--- src/rtl/cmos_frame_mux.sv ---
// N-channel camera stream selector: forwards one vsync/href/data stream and switches
// channels only on frame boundaries, driven by a debounced key or auto-rotation.
module cmos_frame_mux #(
    parameter int NUM_CH          = 4,
    parameter int DATA_W          = 8,
    parameter int DEBOUNCE_CYCLES = 480000,
    parameter int AUTO_FRAMES     = 60,
    parameter int SWITCH_TIMEOUT  = 2400000,
    localparam int CH_W           = (NUM_CH > 1) ? $clog2(NUM_CH) : 1
) (
    input  logic                     clk,
    input  logic                     rst,
    input  logic                     key_n,
    input  logic                     mode_auto,
    input  logic [NUM_CH-1:0]        cam_vsync,
    input  logic [NUM_CH-1:0]        cam_href,
    input  logic [NUM_CH*DATA_W-1:0] cam_d,
    output logic                     out_vsync,
    output logic                     out_href,
    output logic [DATA_W-1:0]        out_d,
    output logic [CH_W-1:0]          active_ch,
    output logic                     switching,
    output logic [15:0]              frame_cnt,
    output logic                     switch_err
);

    localparam int DB_W = $clog2(DEBOUNCE_CYCLES + 1);
    localparam int TO_W = $clog2(SWITCH_TIMEOUT + 1);
    localparam logic [DB_W-1:0] DB_LAST   = DB_W'(DEBOUNCE_CYCLES - 1);
    localparam logic [TO_W-1:0] TO_LAST   = TO_W'(SWITCH_TIMEOUT - 1);
    localparam logic [CH_W-1:0] CH_LAST   = CH_W'(NUM_CH - 1);
    localparam logic [15:0]     AUTO_LAST = 16'(AUTO_FRAMES);
    localparam bit              MULTI_CH  = (NUM_CH > 1);

    typedef enum logic [1:0] {
        PASS     = 2'd0,
        WAIT_END = 2'd1,
        WAIT_NEW = 2'd2
    } state_t;

    state_t             state_reg;
    logic [CH_W-1:0]    active_ch_reg;
    logic [CH_W-1:0]    pending_reg;
    logic [15:0]        frame_cnt_reg;
    logic [TO_W-1:0]    timer_reg;
    logic               boot_reg;
    logic               mode_prev_reg;
    logic               switching_reg;
    logic               switch_err_reg;
    logic [NUM_CH-1:0]  vs_prev_reg;

    logic               key_meta_reg;
    logic               key_sync_reg;
    logic               key_db_reg;
    logic [DB_W-1:0]    db_cnt_reg;

    logic               out_vsync_reg;
    logic               out_href_reg;
    logic [DATA_W-1:0]  out_d_reg;

    logic [DATA_W-1:0]  cam_d_arr [NUM_CH];
    logic [NUM_CH-1:0]  vs_rise;
    logic               act_rise;
    logic               pend_rise;
    logic               press_evt;
    logic               auto_req;
    logic               request;
    logic [CH_W-1:0]    next_ch;
    logic [CH_W-1:0]    fwd_sel;
    logic               fwd_en;

    generate
        for (genvar gi = 0; gi < NUM_CH; gi++) begin : g_unpack
            assign cam_d_arr[gi] = cam_d[gi*DATA_W +: DATA_W];
        end
    endgenerate

    // Key: two-flop synchroniser, then the debounced level only follows a level
    // that has held for DEBOUNCE_CYCLES consecutive cycles.
    always_ff @(posedge clk or posedge rst) begin
        if (rst) begin
            key_meta_reg <= 1'b1;
            key_sync_reg <= 1'b1;
            key_db_reg   <= 1'b1;
            db_cnt_reg   <= '0;
        end else begin
            key_meta_reg <= key_n;
            key_sync_reg <= key_meta_reg;
            if (key_sync_reg != key_db_reg) begin
                if (db_cnt_reg == DB_LAST) begin
                    key_db_reg <= key_sync_reg;
                    db_cnt_reg <= '0;
                end else begin
                    db_cnt_reg <= db_cnt_reg + 1'b1;
                end
            end else begin
                db_cnt_reg <= '0;
            end
        end
    end

    assign press_evt = key_db_reg && !key_sync_reg && (db_cnt_reg == DB_LAST);

    assign vs_rise   = cam_vsync & ~vs_prev_reg;
    assign act_rise  = vs_rise[active_ch_reg];
    assign pend_rise = vs_rise[pending_reg];
    assign auto_req  = mode_auto && (state_reg == PASS) && act_rise && (frame_cnt_reg == AUTO_LAST);
    assign request   = MULTI_CH && (state_reg == PASS) && (press_evt || auto_req);
    assign next_ch   = (active_ch_reg == CH_LAST) ? '0 : active_ch_reg + 1'b1;

    always_ff @(posedge clk or posedge rst) begin
        if (rst) begin
            state_reg      <= WAIT_NEW;
            active_ch_reg  <= '0;
            pending_reg    <= '0;
            frame_cnt_reg  <= '0;
            timer_reg      <= '0;
            boot_reg       <= 1'b1;
            mode_prev_reg  <= 1'b0;
            switching_reg  <= 1'b0;
            switch_err_reg <= 1'b0;
            vs_prev_reg    <= '0;
        end else begin
            vs_prev_reg    <= cam_vsync;
            mode_prev_reg  <= mode_auto;
            switch_err_reg <= 1'b0;
            case (state_reg)
                PASS: begin
                    switching_reg <= request;
                    if (request) begin
                        pending_reg <= next_ch;
                        state_reg   <= WAIT_END;
                    end else if (act_rise) begin
                        frame_cnt_reg <= frame_cnt_reg + 16'd1;
                    end
                end
                WAIT_END: begin
                    switching_reg <= 1'b1;
                    if (act_rise) begin
                        state_reg <= WAIT_NEW;
                        timer_reg <= '0;
                    end
                end
                WAIT_NEW: begin
                    if (pend_rise) begin
                        active_ch_reg <= pending_reg;
                        frame_cnt_reg <= '0;
                        boot_reg      <= 1'b0;
                        state_reg     <= PASS;
                        switching_reg <= 1'b0;
                    end else if (timer_reg == TO_LAST) begin
                        // Give up on the new channel and resync to the old one.
                        timer_reg     <= '0;
                        pending_reg   <= active_ch_reg;
                        frame_cnt_reg <= '0;
                        switch_err_reg <= !boot_reg;
                        switching_reg <= MULTI_CH;
                    end else begin
                        timer_reg     <= timer_reg + 1'b1;
                        switching_reg <= MULTI_CH;
                    end
                end
                default: begin
                    state_reg     <= WAIT_NEW;
                    switching_reg <= MULTI_CH;
                end
            endcase
            if (mode_auto != mode_prev_reg) begin
                frame_cnt_reg <= '0;
            end
        end
    end

    // The vsync that ends the old frame is swallowed; the one starting the new frame passes.
    assign fwd_sel = (state_reg == WAIT_NEW) ? pending_reg : active_ch_reg;
    assign fwd_en  = (state_reg == PASS) ||
                     ((state_reg == WAIT_END) && !act_rise) ||
                     ((state_reg == WAIT_NEW) && pend_rise);

    always_ff @(posedge clk or posedge rst) begin
        if (rst) begin
            out_vsync_reg <= 1'b0;
            out_href_reg  <= 1'b0;
            out_d_reg     <= '0;
        end else begin
            out_vsync_reg <= fwd_en && cam_vsync[fwd_sel];
            out_href_reg  <= fwd_en && cam_href[fwd_sel];
            if (fwd_en && cam_href[fwd_sel]) begin
                out_d_reg <= cam_d_arr[fwd_sel];
            end
        end
    end

    assign out_vsync  = out_vsync_reg;
    assign out_href   = out_href_reg;
    assign out_d      = out_d_reg;
    assign active_ch  = active_ch_reg;
    assign switching  = switching_reg;
    assign frame_cnt  = frame_cnt_reg;
    assign switch_err = switch_err_reg;

endmodule

--- config.mk ---
export PLATFORM = sky130hd
export DESIGN_NAME = cmos_frame_mux
export DESIGN_NICKNAME = d
export VERILOG_FILES = /design/src/rtl/cmos_frame_mux.sv
export SDC_FILE = /design/constraint.sdc
export NUM_CORES = 1
export LEC_CHECK = 0
export BUFFER_PORTS_ARGS = -buffer_cell sky130_fd_sc_hd__buf_4
export CORE_MARGIN = 2
export CORE_UTILIZATION = 60
export CTS_BUF_LIST = sky130_fd_sc_hd__clkbuf_4
export CTS_CLUSTER_DIAMETER = 200
export CTS_CLUSTER_SIZE = 30
export DETAILED_ROUTE_END_ITERATION = 12
export GPL_ROUTABILITY_DRIVEN = 0
export PLACE_DENSITY = 0.88
export SYNTH_ARGS = -nofsm -noshare
export SYNTH_HDL_FRONTEND = slang
export SYNTH_SLANG_ARGS = --single-unit
--- constraint.sdc ---
create_clock -name clk -period 8.4 [get_ports clk]
set_input_delay 1.68 -clock clk [delete_from_list [all_inputs] [get_ports clk]]
set_output_delay 1.68 -clock clk [all_outputs]
set_load 0.005 [all_outputs]
Yosys cells after proc, flatten, opt, wreduce, memory -nomap -nowiden. Index checks and enable logic that the tools add are counted.

Flip-flop bits (word level): 84. Word-level logic and storage cells: 108. Output and inout port bits: 30. Bits of input ports: 44.

Reduce and logical (&&, ||, !) cells: 26. $add $sub $neg: 4. Equal/unequal tests: 16. Magnitude comparators: 4. Muxes and demuxes: 38. Bitwise gates (word level): 3.

Operators by type and width (number): 16-bit two-way mux (5); 22-bit two-way mux (3); 22-bit one-hot mux with 2 select lines (1); 19-bit two-way mux (2); 16-bit one-hot mux with 2 select lines (1); 22-bit by 1-bit adder with 22-bit output, second input constant (1); 22-bit equality test, second input constant (1); 19-bit by 1-bit adder with 19-bit output, second input constant (1); 19-bit equality test, second input constant (1); 16-bit by 1-bit adder with 16-bit output, second input constant (1); 8-bit binary-select mux with 2-bit select (1); 16-bit by 6-bit equality test with 1-bit output, second input constant (1); 2-bit two-way mux (8); 8-bit two-way mux (2); 1-bit logical AND (10); 2-bit inequality test, second input constant (5); 2-bit by 3-bit < comparator with 1-bit output, second input constant (3); 1-bit binary-select mux with 2-bit select (4); 1-bit two-way mux (8); 4-bit AND reduction (2); 3-bit by 2-bit inequality test with 1-bit output, second input constant (2); 2-bit one-hot mux with 3 select lines (1); 3-bit AND reduction (2); 4-bit bitwise AND (1); other kinds (16) (24).

Logic depth before layout (Yosys ltp). Gate-level depths: netlist of run 1.

Depth after elaboration: 11. Mapped depth: 9. Mapped depth without buffers: 7.

Worst setup path after synthesis of run 1. Ideal clock, no wire load.

Path kind: input port to flip-flop. From: input cam_vsync[2]. To: register frame_cnt_reg[10], in the netlist frame_cnt[10]. Buffers on the path: 0. Slack: 5.122 ns. Setup time: 0.124 ns. Cell stages on the path: 6. Data arrival time: 3.154 ns. Data required time: 8.276 ns. Path through: nand2b_1 > mux4_2 > nand2_1 > o221ai_1 > o21a_1 > a211o_1.

Cells in the longest elaborated chain, start to end: 9. Elaborated cells between the ends (all ways): 16. Those cells by class: eq/ne (3); mux (7); bitwise (1); reduce/logical (5).

Ends and longest elaborated chain: start: declaration (RTL line 15) `input logic [NUM_CH-1:0] cam_vsync,`; 4-bit bitwise AND (*) (RTL line 104) `assign vs_rise = cam_vsync & ~vs_prev_reg;`; 1-bit binary-select mux with 2-bit select (RTL line 105) `assign act_rise = vs_rise[active_ch_reg];`; 1-bit two-way mux (implied by the code) (RTL line 105); 1-bit logical AND (2 in a row) (RTL line 107) `assign auto_req = mode_auto && (state_reg == PASS) && act_rise && (frame_cnt_reg == AUTO_LAST);`; 1-bit logical OR (RTL line 108) `assign request = MULTI_CH && (state_reg == PASS) && (press_evt || auto_req);`; 1-bit logical AND (RTL line 108); 3-bit by 2-bit inequality test with 1-bit output (no source line); 4-bit AND reduction (no source line); end signal: assignment (RTL line 134) `frame_cnt_reg <= frame_cnt_reg + 16'd1;`; end: declaration (RTL line 44) `logic [15:0] frame_cnt_reg;`.

Mark *: on every way between the ends. The rest lies on a longest branch, timed or not. The select of a mux whose other input is x is not followed. A chain may end at the register's enable or synchronous reset.

Worst setup path in the final report of run 1.
From: input mode_auto. To: register frame_cnt_reg[14], in the netlist frame_cnt[14].

Cells in the longest elaborated chain, start to end: 7. Elaborated cells between the ends (all ways): 12. Those cells by class: eq/ne (4); mux (1); reduce/logical (7).

Ends and longest elaborated chain: start: declaration (RTL line 14) `input logic mode_auto,`; 1-bit logical AND (3 in a row) (RTL line 107); 1-bit logical OR (RTL line 108); 1-bit logical AND (RTL line 108); 3-bit by 2-bit inequality test with 1-bit output (no source line); 4-bit AND reduction (no source line).

Several ways; a longest one is shown, not always the timed one.

==> results of run 1 <==
-- worst reg2reg max path, stage by stage, from the launching register on --
cell,delay [ps]
dfstp_2,630
nand2b_1,260
mux2i_2,780
mux4_2,420
nand2_2,220
mux2_1,350
-- path summary, 6_finish.rpt --
check | startpoint | endpoint | slack [ps]
worst max register to register | state_reg[1] | out_d[1] | 5630
max in group asynchronous | rst | out_vsync | 6190
worst min register to register | key_meta_reg | key_sync_reg | 360
min in group asynchronous | rst | timer_reg[8] | 1570
worst max-delay path | mode_auto | frame_cnt[14] | 5110
worst min-delay path | key_meta_reg | key_sync_reg | 360
-- synthesized netlist by cell type, drive strengths merged, types with 6 or more instances --
| master | count | area, um^2 |
|---|---|---|
| and4 | 7 | 61.31 |
| nand2 | 29 | 113.9 |
| nor2 | 43 | 171.4 |
| a21oi | 16 | 87.59 |
| o31ai | 8 | 60.06 |
| dfrtp | 79 | 1977 |
| xnor2 | 7 | 61.31 |
| and3 | 13 | 81.33 |
| clkbuf | 8 | 30.03 |
| a21o | 9 | 75.07 |
| nand3 | 33 | 165.2 |
| ha | 6 | 75.07 |
| mux4 | 6 | 135.1 |
| buf | 8 | 43.78 |
| mux2i | 12 | 127.6 |
| nand4 | 13 | 81.33 |
| mux2 | 12 | 138.9 |
| inv | 12 | 45.04 |
| nor3 | 10 | 50.05 |
| xor2 | 21 | 183.9 |
| o21ai | 20 | 100.1 |
| nor2b | 17 | 106.4 |
| a211oi | 13 | 110.1 |
-- cell families after synthesis --
| kind of cell | Yosys count | synth area share |
|---|---|---|
| simple gates | 198 | 0.2316 |
| mux | 30 | 0.08615 |
| buf+inv | 28 | 0.02549 |
| xor+xnor | 28 | 0.05260 |
| fa+ha+maj | 6 | 0.01610 |
| compound gates | 90 | 0.1358 |
| flops | 84 | 0.4522 |
-- stage by stage --
step / total power, mW / utilization
global route: 1.086 / 0.7112
finish: 1.027 / 0.7112
floorplan: 0.6955 / -
global placement: 0.7963 / 0.6941
CTS: 1.034 / 0.7112
detailed placement: 0.8125 / 0.6941
-- cell usage in the layout (no fill, tap or decap), drive strengths merged, types with 4 or more instances in the layout --
| cell | count |
|---|---|
| inv | 11 |
| nand2 | 29 |
| a21oi | 16 |
| or3 | 5 |
| clkbuf | 10 |
| o31ai | 8 |
| dfrtp | 79 |
| clkinv | 5 |
| nor2 | 43 |
| and4 | 7 |
| xnor2 | 7 |
| buf | 75 |
| and2 | 4 |
| dfstp | 5 |
| nor2b | 17 |
| mux2 | 12 |
| and3 | 13 |
| ha | 6 |
| nand4 | 13 |
| a21o | 9 |
| nand2b | 5 |
| mux4 | 6 |
| o21ai | 20 |
| a211oi | 13 |
| nor3 | 10 |
| nand3 | 33 |
| mux2i | 12 |
| xor2 | 21 |
| nand4b | 4 |
-- per-layer routing --
metal,vias up,routed length (um),track usage
met3,21,594,0.05259
met2,150,4946,0.4191
met1,1862,4399,0.3362
met5,-,0,0
li1,1844,-,-
met4,0,198,0.09577
-- cell type report --
cell class              count  area, um^2
multi-input cells         352        2435
fillers                   578        2197
flip-flops and latches     84        2108
repair buffers             75       563.0
well taps                 102       127.6
clock buffers              10       75.07
clock inverters             6       55.05
inverters                  12       46.29
-- power groups by stage --
stage | clock network [mW] | registers (mW) | logic [mW]
detailed placement | 0 | 0.503 | 0.309
finish | 0.225 | 0.495 | 0.307
global placement | 0 | 0.499 | 0.297
CTS | 0.227 | 0.496 | 0.311
global route | 0.243 | 0.503 | 0.340
floorplan | 0 | 0.495 | 0.200
==> summary.txt, run 1 <==
Outcome
  – Status: complete, no violations

Clocking
  – Clk pin slew, worst setup/hold paths: 140 ps
  – TritonCTS clock tree: done
  – CTS H-tree lvls: 3
  – Clock sinks: 84
  – Hold Buf Count CTS: 0
  – TritonCTS buffer count: 9
  – Clk_lat worst skew: roughly 430 ps
  – Post-CTS setup buffers: 0
  – Post-CTS sizing: 0
  – Clock tree buffer depth: 2
  – CTS root buffer: clkbuf_4

Pwr
  – Leak pwr: roughly 2.5 nW
  – Switching part of the total: 0.3229
  – Int Pwr: 0.6957 mW
  – NetSw: roughly 0.33 mW
  – Logic pwr share: 0.299
  – Peak supply drop: between 0.15 and 0.2 mV
  – Clock power share: 0.219
  – PD cells: roughly 190 nW/um^2
  – Seq pwr share: 0.482

Hold path
  – Hold path depth: 0
  – Worst Hold Class: reg -> reg

Placed design
  – Detailed Place HPWL: 7471 um
  – Dpl cells: approximately 630
  – Pre-CTS setup slack: roughly 4700 ps
  – Port Buf Inserts: 73
  – Placed Area: 5280 um^2

Global routing
  – First-pass GRT wire length: 17,510 um
  – Total GRT Usage: 0.2554
  – Antenna violations before repair: 0
  – Largest net degree at the start of global routing: 85
  – Number of global-route vias before repair: 3,754
  – GR Overflow Total: 0

Synthesis
  – EDFF count, synth: 0
  – Dominant synthesized flop cell: dfrtp_1
  – Yosys warns: 0
  – Fraction of registers with async set/reset: 1.000
  – Cell Area, Synth: between 4000 and 5000 um^2
  – Post-synthesis cell count: 464
  – Netlist cell types: 65
  – Mapped Avg Cell Area: about 10 um^2
  – Syn Nets: ~510
  – Number of synthesized register bits: 84
  – Seq/Total Area, Yosys: 0.4522

Worst setup path
  – CP bufs+invs: 1
  – Critical Path, Cell by Cell: buf_4, xnor2_1, nand4_1, o41ai_1, a21o_1
  – Slowest CP cell: xnor2_1
  – CP Depth: 5
  – CP endpoint kind: flip-flop
  – Worst EP arrival: about 3700 ps
  – Worst EP required: around 9000 ps
  – R2r worst-path depth: 5
  – Startpoint types: input pin
  – CP delay by family, top: compound AO/OA/AOI/OAI gates
  – CP Class: in -> reg
  – Crit Path Max Fanout: 12
  – Slowest stage delay, CP: around 590 ps

Drt
  – Initial DRC Count: 280
  – Via count: just under 4,000
  – Detailed Routing Iterations Pass 1: 5
  – Via-to-Cell Ratio: roughly 6.0
  – Routed WL: 10,140 um
  – ANT nets after route: 0
  – DRC errors left: 0
  – Wire per inst: 15.82 um

Die
  – Initial core utilization: 0.6128
  – Die Area: approximately 8500 um^2
  – Row cnt: 32
  – Die Span Y: 92.15 um
  – Ports: 74
  – Core Box Area: 7607 um^2
  – Die W: 92.15 um

Cells and area
  – Synth-to-Final Area Change: 16.05%
  – Max reg flops: 22
  – Ant. Diodes: 0
  – Finished Cell Area: about 5400 um^2
  – Nets: ~580
  – Layout cells sized above 1: 0.2208
  – Non-filler cells, final: roughly 640

STA
  – FMAX: ~300 MHz
  – Final Skew: 24.42 ps
  – Worst-Margin Slew: 1009 ps
  – Setup TNS: 0 ps
  – Final worst path period need: 3288 ps
  – Slew Viols, Final: 0
  – Slew HR: 0.3274
  – Smallest hold slack: 359.3 ps
  – Setup ws final: 5112 ps
  – Final Setup Violations: 0
  – Endpoints failing hold: 0
  – Tcrit/Tclk final: 0.3914
  – Unrepaired setup endpoints after global routing: no

Flow run
  – Max cap viols: 0
Note: power is estimated with default switching activity, not from simulation.
==> run 2, diff against run 1 <==
Settings changed: ABC_AREA from default to 1, CORE_UTILIZATION 60 to 54, PLACE_DENSITY 0.88 to 0.83.
Clock period 8.4 ns to 2.8 ns, I/O delays scaled along.
==> run 2 against run 1 <==
  * Register-to-register slack got worse by 5000 ps
  * Worst hold slack got worse by 190 ps
  * Utilization is 7.8 points lower
  * Setup slack worse by 4500 ps
  * Via count is 34% higher
  * Largest power group unchanged
==> summary.txt, run 2 <==
STA
  – Final worst path period need: 2217 ps
  – Slew HR: 0.5516
  – FMAX: roughly 450 MHz
  – Slew Viols, Final: 0
  – Setup TNS: 0 ps
  – Tcrit/Tclk final: 0.7918
  – Worst-Margin Slew: 668.1 ps
  – Final Skew: around 24 ps
  – Final Setup Violations: 0
  – Unrepaired setup endpoints after global routing: no
  – Endpoints failing hold: 0

Die
  – Row cnt: 36
  – Die Span Y: a little over 100 um
  – Initial core utilization: 0.5477
  – Core Box Area: 9594 um^2
  – Die W: approximately 100 um
  – Ports: 74
  – Die Area: ~11,000 um^2

Synthesis
  – Seq/Total Area, Yosys: 0.4012
  – Number of synthesized register bits: 84
  – Adder-Cell Fraction of Synth Area: 0.01429
  – Post-Synth Simple-Gate Area: 0.3990
  – Post-synthesis cell count: 739
  – Syn Nets: between 700 and 800
  – Post-Synth XOR/XNOR Area: 0.04167
  – Mapped Avg Cell Area: 7.111 um^2
  – Top cells by area, synth: dfrtp_1, nand2_1, nor2_1
  – Commonest cells in the netlist: nand2_1, nor2_1, dfrtp_1, nand3_1, inv_1
  – Post-synthesis compound-gate area fraction: 0.06952
  – Yosys top cell area share: 0.3762
  – Largest family of logic cells by synthesized area: simple AND/OR/NAND/NOR gates
  – Cell Area, Synth: roughly 5300 um^2
  – Most frequent cell after synthesis: nand2_1
  – Mux share of post-synthesis cell area: 0
  – Yosys warns: 0
  – Dominant synthesized flop cell: dfrtp_1
  – Fraction of registers with async set/reset: 1.000
  – Biggest area consumer among synthesized cells: dfrtp_1
  – Netlist cell types: 36
  – EDFF count, synth: 0

Drt
  – DRC errors left: 0
  – Wire per inst: ~13 um
  – Via count: around 5,200
  – Via-to-Cell Ratio: ~5.5
  – ANT nets after route: 0
  – Routed WL: between 10,000 and 15,000 um
  – Detailed Routing Iterations Pass 1: 5
  – Initial DRC Count: roughly 280

Worst setup path
  – CP bufs+invs: 2
  – Worst EP required: 3180 ps
  – Startpoint types: flip-flop
  – Slowest CP cell: dfstp_2
  – Worst EP arrival: about 2600 ps
  – Slowest stage delay, CP: between 600 and 700 ps
  – CP endpoint kind: flip-flop
  – Critical Path, Cell by Cell: nand2_4, inv_2, nand2_2, nand2_2, inv_2, nor2_1, nor2_1, o21ai_0, o21ai_1, nand2_1, nand2_1
  – Crit Path Max Fanout: 24
  – CP Class: reg -> reg
  – CP delay by family, top: simple AND/OR/NAND/NOR gates

Cells and area
  – Commonest non-fill, non-tap cell in the layout: nand2_1
  – Most frequent cells in the layout: nand2_1, nor2_1, dfrtp_1
  – Util after Layout: 0.6329
  – Nets: 860
  – Finished Cell Area: between 6000 and 7000 um^2
  – Area of the multi-input gates: roughly 2800 um^2
  – Ant. Diodes: 0
  – Layout cells sized above 1: 0.1828
  – Synth-to-Final Area Change: 15.55%
  – FILL cells: 810
  – Register cell area after layout: 2108 um^2
  – Max reg flops: 22

Clocking
  – Clock tree buffer depth: 2
  – TritonCTS clock tree: done
  – TritonCTS buffer count: 9
  – Clk_lat worst skew: between 400 and 500 ps
  – Clk pin slew, worst setup/hold paths: approximately 150 ps
  – Hold Buf Count CTS: 0
  – Post-CTS setup buffers: 0
  – Clock sinks: 84
  – CTS root buffer: clkbuf_4
  – CTS H-tree lvls: 3
  – Post-CTS sizing: 0

Global routing
  – GR Overflow Total: 0
  – Antenna violations before repair: 0
  – Number of global-route vias before repair: 4,767
  – First-pass GRT wire length: 21,380 um
  – Total GRT Usage: 0.2535
  – Largest net degree at the start of global routing: 85

Flow run
  – Max cap viols: 0

Outcome
  – Status: complete, no violations

Pwr
  – Logic pwr share: 0.092
  – PD cells: between 300 and 400 nW/um^2
  – Switching part of the total: 0.2717
  – Leak pwr: between 2 and 3 nW
  – NetSw: roughly 0.6 mW
  – Seq pwr share: 0.565
  – Clock power share: 0.343
  – Peak supply drop: approximately 0.23 mV
  – Int Pwr: roughly 1.6 mW

Placed design
  – Port Buf Inserts: 73
  – Detailed Place HPWL: approximately 9000 um
  – Placed Area: slightly below 6000 um^2

Hold path
  – Worst Hold Class: in -> async
[run 2: per-layer routing]
| metal | vias to the layer above | GRT usage | share of wire |
|---|---|---|---|
| met4 | 0 | 0.08923 | 0.020 |
| met3 | 27 | 0.04678 | 0.062 |
| li1 | 2538 | - | - |
| met1 | 2427 | 0.3303 | 0.42 |
| met2 | 197 | 0.4253 | 0.49 |
| met5 | - | 0 | 0 |
[run 2: worst reg2reg max path: stages, from the launching register on]
cell     delay (ps)
dfstp_2         620
nand2_4          90
inv_2           300
nand2_2          90
nand2_2         320
inv_2           220
nor2_1          140
nor2_1           50
o21ai_0         100
o21ai_1         100
nand2_1          70
nand2_1          40
[run 2: power by group through the flow]
| stage | Sequential [mW] | Combinational [mW] | Clock (mW) |
|---|---|---|---|
| 2_1_floorplan | 1.27 | 0.106 | 0 |
| 3_3_place_gp | 1.27 | 0.200 | 0 |
| 3_5_place_dp | 1.27 | 0.206 | 0 |
| 4_1_cts | 1.25 | 0.207 | 0.768 |
| 5_1_grt | 1.26 | 0.229 | 0.825 |
| 6_report | 1.25 | 0.205 | 0.760 |
[run 2: worst paths after layout]
check                        startpoint  depth (start not counted)  slack, ps           end
max reg2reg                state_reg[1]                         11        580      out_d[4]
min in group clk                  key_n                          1        190  key_meta_reg
min                                 rst                          3        170    switch_err
max in group asynchronous           rst                          3       2260  state_reg[1]
max                        state_reg[1]                         11        580      out_d[4]
min reg2reg                key_meta_reg                          0        370  key_sync_reg
[run 2: layout make-up]
type                       instances  area share
multi-input combinational        562      0.4552
timing repair buffer              78     0.09850
inverter                          75     0.04698
tap                              133     0.02741
clock inverter                     7     0.01360
sequential                        84      0.3472
clock buffer                       9     0.01113
[run 2: through the flow]
| stage | hold WS (ps) | instances | worst slack (ps) | power [mW] |
|---|---|---|---|---|
| CTS | 187.3 | 948 | 579.2 | 2.227 |
| floorplan | 345.2 | 739 | 83.13 | 1.379 |
| finish | 169.8 | 948 | 583.0 | 2.217 |
| global placement | 348.8 | 932 | 697.1 | 1.473 |
| global route | 159.9 | 948 | 355.4 | 2.311 |
| detailed placement | 348.8 | 932 | 610.6 | 1.480 |
[run 2: cell families (layout without fill, tap and decap cells)]
group           count (synthesis)  in the layout
xor+xnor                       25             25
simple gates                  459            459
compound gates                 72             72
flops                          84             84
fa+ha+maj                       6              6
buf+inv                        93            169
==> run 3, diff against run 2 <==
Settings changed: CORE_UTILIZATION 54 to 60, PLACE_DENSITY 0.83 to 0.87.
Clock period 2.8 ns to 2.2 ns, I/O delays scaled along.
==> run 3 against run 2 <==
  * Clock-buffer cell count stayed put
  * Sequential share of layout area is 0.14 points lower
  * Flip-flop and latch count stayed put
  * Die area is 9.6% lower
  * Critical path type unchanged
  * Clock power is 27% higher
  * Cell area is 0.47% higher
  * Global-route usage is 2.9 points higher
  * Maximum frequency is 8.8% higher
  * Largest power group unchanged
==> summary.txt, run 3 (same netlist as run 2, synthesis figures left out) <==
STA
  – Final Skew: around 12 ps
  – Final Setup Violations: 0
  – Setup TNS: 0 ps
  – Final worst path period need: between 2000 and 2500 ps
  – Worst-Margin Slew: slightly below 600 ps
  – FMAX: around 490 MHz
  – Endpoints failing hold: 0
  – Tcrit/Tclk final: 0.9263
  – Slew HR: 0.6063
  – Unrepaired setup endpoints after global routing: no
  – Slew Viols, Final: 0

Cells and area
  – Non-filler cells, final: about 930
  – Max reg flops: 22
  – Layout cells sized above 1: 0.1902
  – Ant. Diodes: 0
  – Most frequent cells in the layout: nand2_1, nor2_1, buf_4
  – Commonest non-fill, non-tap cell in the layout: nand2_1
  – FILL cells: 707
  – Synth-to-Final Area Change: 16.10%
  – Nets: approximately 870
  – Util after Layout: 0.7100

Drt
  – Initial DRC Count: 361
  – Met2 WL: between 6000 and 7000 um
  – Via-to-Cell Ratio: about 5.7
  – Met3 WL: just under 800 um
  – ANT nets after route: 0
  – Top routing layer in use: met4
  – Wire per inst: between 10 and 15 um
  – Via count: approximately 5,200
  – WL met1: roughly 5300 um
  – Detailed Routing Iterations Pass 1: 5
  – Routed WL: roughly 13,000 um
  – DRC errors left: 0

Global routing
  – First-pass GRT wire length: 22,540 um
  – GR Overflow Total: 0
  – Number of global-route vias before repair: 5,113
  – Total GRT Usage: 0.2820
  – Largest net degree at the start of global routing: 85
  – Antenna violations before repair: 0

Placed design
  – Detailed Place HPWL: 9355 um
  – Port Buf Inserts: 73
  – Dpl cells: 912

Pwr
  – PD cells: 464.5 nW/um^2
  – Peak supply drop: around 0.37 mV
  – Leak pwr: around 3.0 nW

Worst setup path
  – Startpoint types: flip-flop
  – Crit Path Max Fanout: 8
  – R2r worst-path depth: 9
  – CP Class: reg -> reg
  – R2r endpoint: timer_reg[17]
  – CP endpoint kind: flip-flop
  – Worst EP required: between 2000 and 3000 ps
  – FF-to-FF Start: timer_reg[0]
  – R2R setup slack: between 150 and 200 ps
  – Worst EP arrival: around 2400 ps

Clocking
  – CTS root buffer: clkbuf_4
  – Clk_lat worst skew: ~440 ps
  – CTS H-tree lvls: 3
  – Clock tree buffer depth: 2
  – TritonCTS clock tree: done
  – Clock sinks: 84
  – Post-CTS setup buffers: 0
  – TritonCTS buffer count: 9
  – Clk pin slew, worst setup/hold paths: roughly 150 ps

Outcome
  – Status: complete, no violations

Die
  – Core Box Area: 8593 um^2
  – Die Span Y: between 90 and 100 um
  – Initial core utilization: 0.6115
  – Die W: between 90 and 100 um
  – Die Area: approximately 9500 um^2
  – Row cnt: 34
  – Ports: 74

Flow run
  – Max cap viols: 0

Hold path
  – Worst Hold Class: in -> async
run 3: area by class of cell:
cell class / instances / area [um^2] / area share
clock inverters: 7 / 81.33 / 0.01333
flip-flops and latches: 84 / 2110 / 0.3458
repair buffers: 83 / 648.1 / 0.1062
multi-input cells: 562 / 2771 / 0.4543
clock buffers: 9 / 67.56 / 0.01107
well taps: 108 / 135.1 / 0.02215
inverters: 75 / 287.8 / 0.04717
run 3: worst max-delay path: stages, from the launching register on:
cell	delay, ps
dfrtp_2	470
ha_1	220
nand2_1	140
nor2_4	60
nand2_2	170
nand3b_1	190
nand2_1	80
nor2_1	380
a21oi_1	140
a21oi_1	130
run 3: repair_timing:
item,4_1_cts,5_1_grt
resized for setup,0,3
endpoints found under the hold margin,0,0
hold buffers,0,0
endpoints found under the setup margin,0,20
run 3: worst max path at each step:
stage,slack [ps],depth (start not counted),to,startpoint
floorplan,490,11,frame_cnt[4],timer_reg[0]
global placement,300,8,frame_cnt[14],db_cnt_reg[0]
detailed placement,200,8,frame_cnt[3],db_cnt_reg[0]
CTS,150,8,frame_cnt[3],db_cnt_reg[0]
global route,10,9,timer_reg[15],timer_reg[0]
finish,160,9,timer_reg[17],timer_reg[0]
run 3: layer usage:
layer / vias up / GRT usage
met1: 2440 / 0.3611
met2: 221 / 0.4881
met4: 0 / 0.09402
li1: 2548 / -
met3: 37 / 0.04604
met5: - / 0
run 3: stage by stage:
step	power [mW]	setup slack (ps)	hold WS [ps]	area (um^2)
final	2.834	162.2	44.07	6101
after global routing	2.950	9.633	51.15	6101
after CTS	2.844	150.5	72.10	6092
after detailed placement	1.899	201.4	350.5	5943
after global placement	1.883	300.6	349.2	5943
after floorplan	1.756	492.3	345.2	5259
run 3: where the power goes:
part | total, mW | leakage (nW) | switching (mW) | internal [mW]
Sequential | 1.59 | 1.07 | 0.0205 | 1.57
Clock | 0.965 | 0.0828 | 0.600 | 0.365
Combinational | 0.274 | 1.87 | 0.149 | 0.125
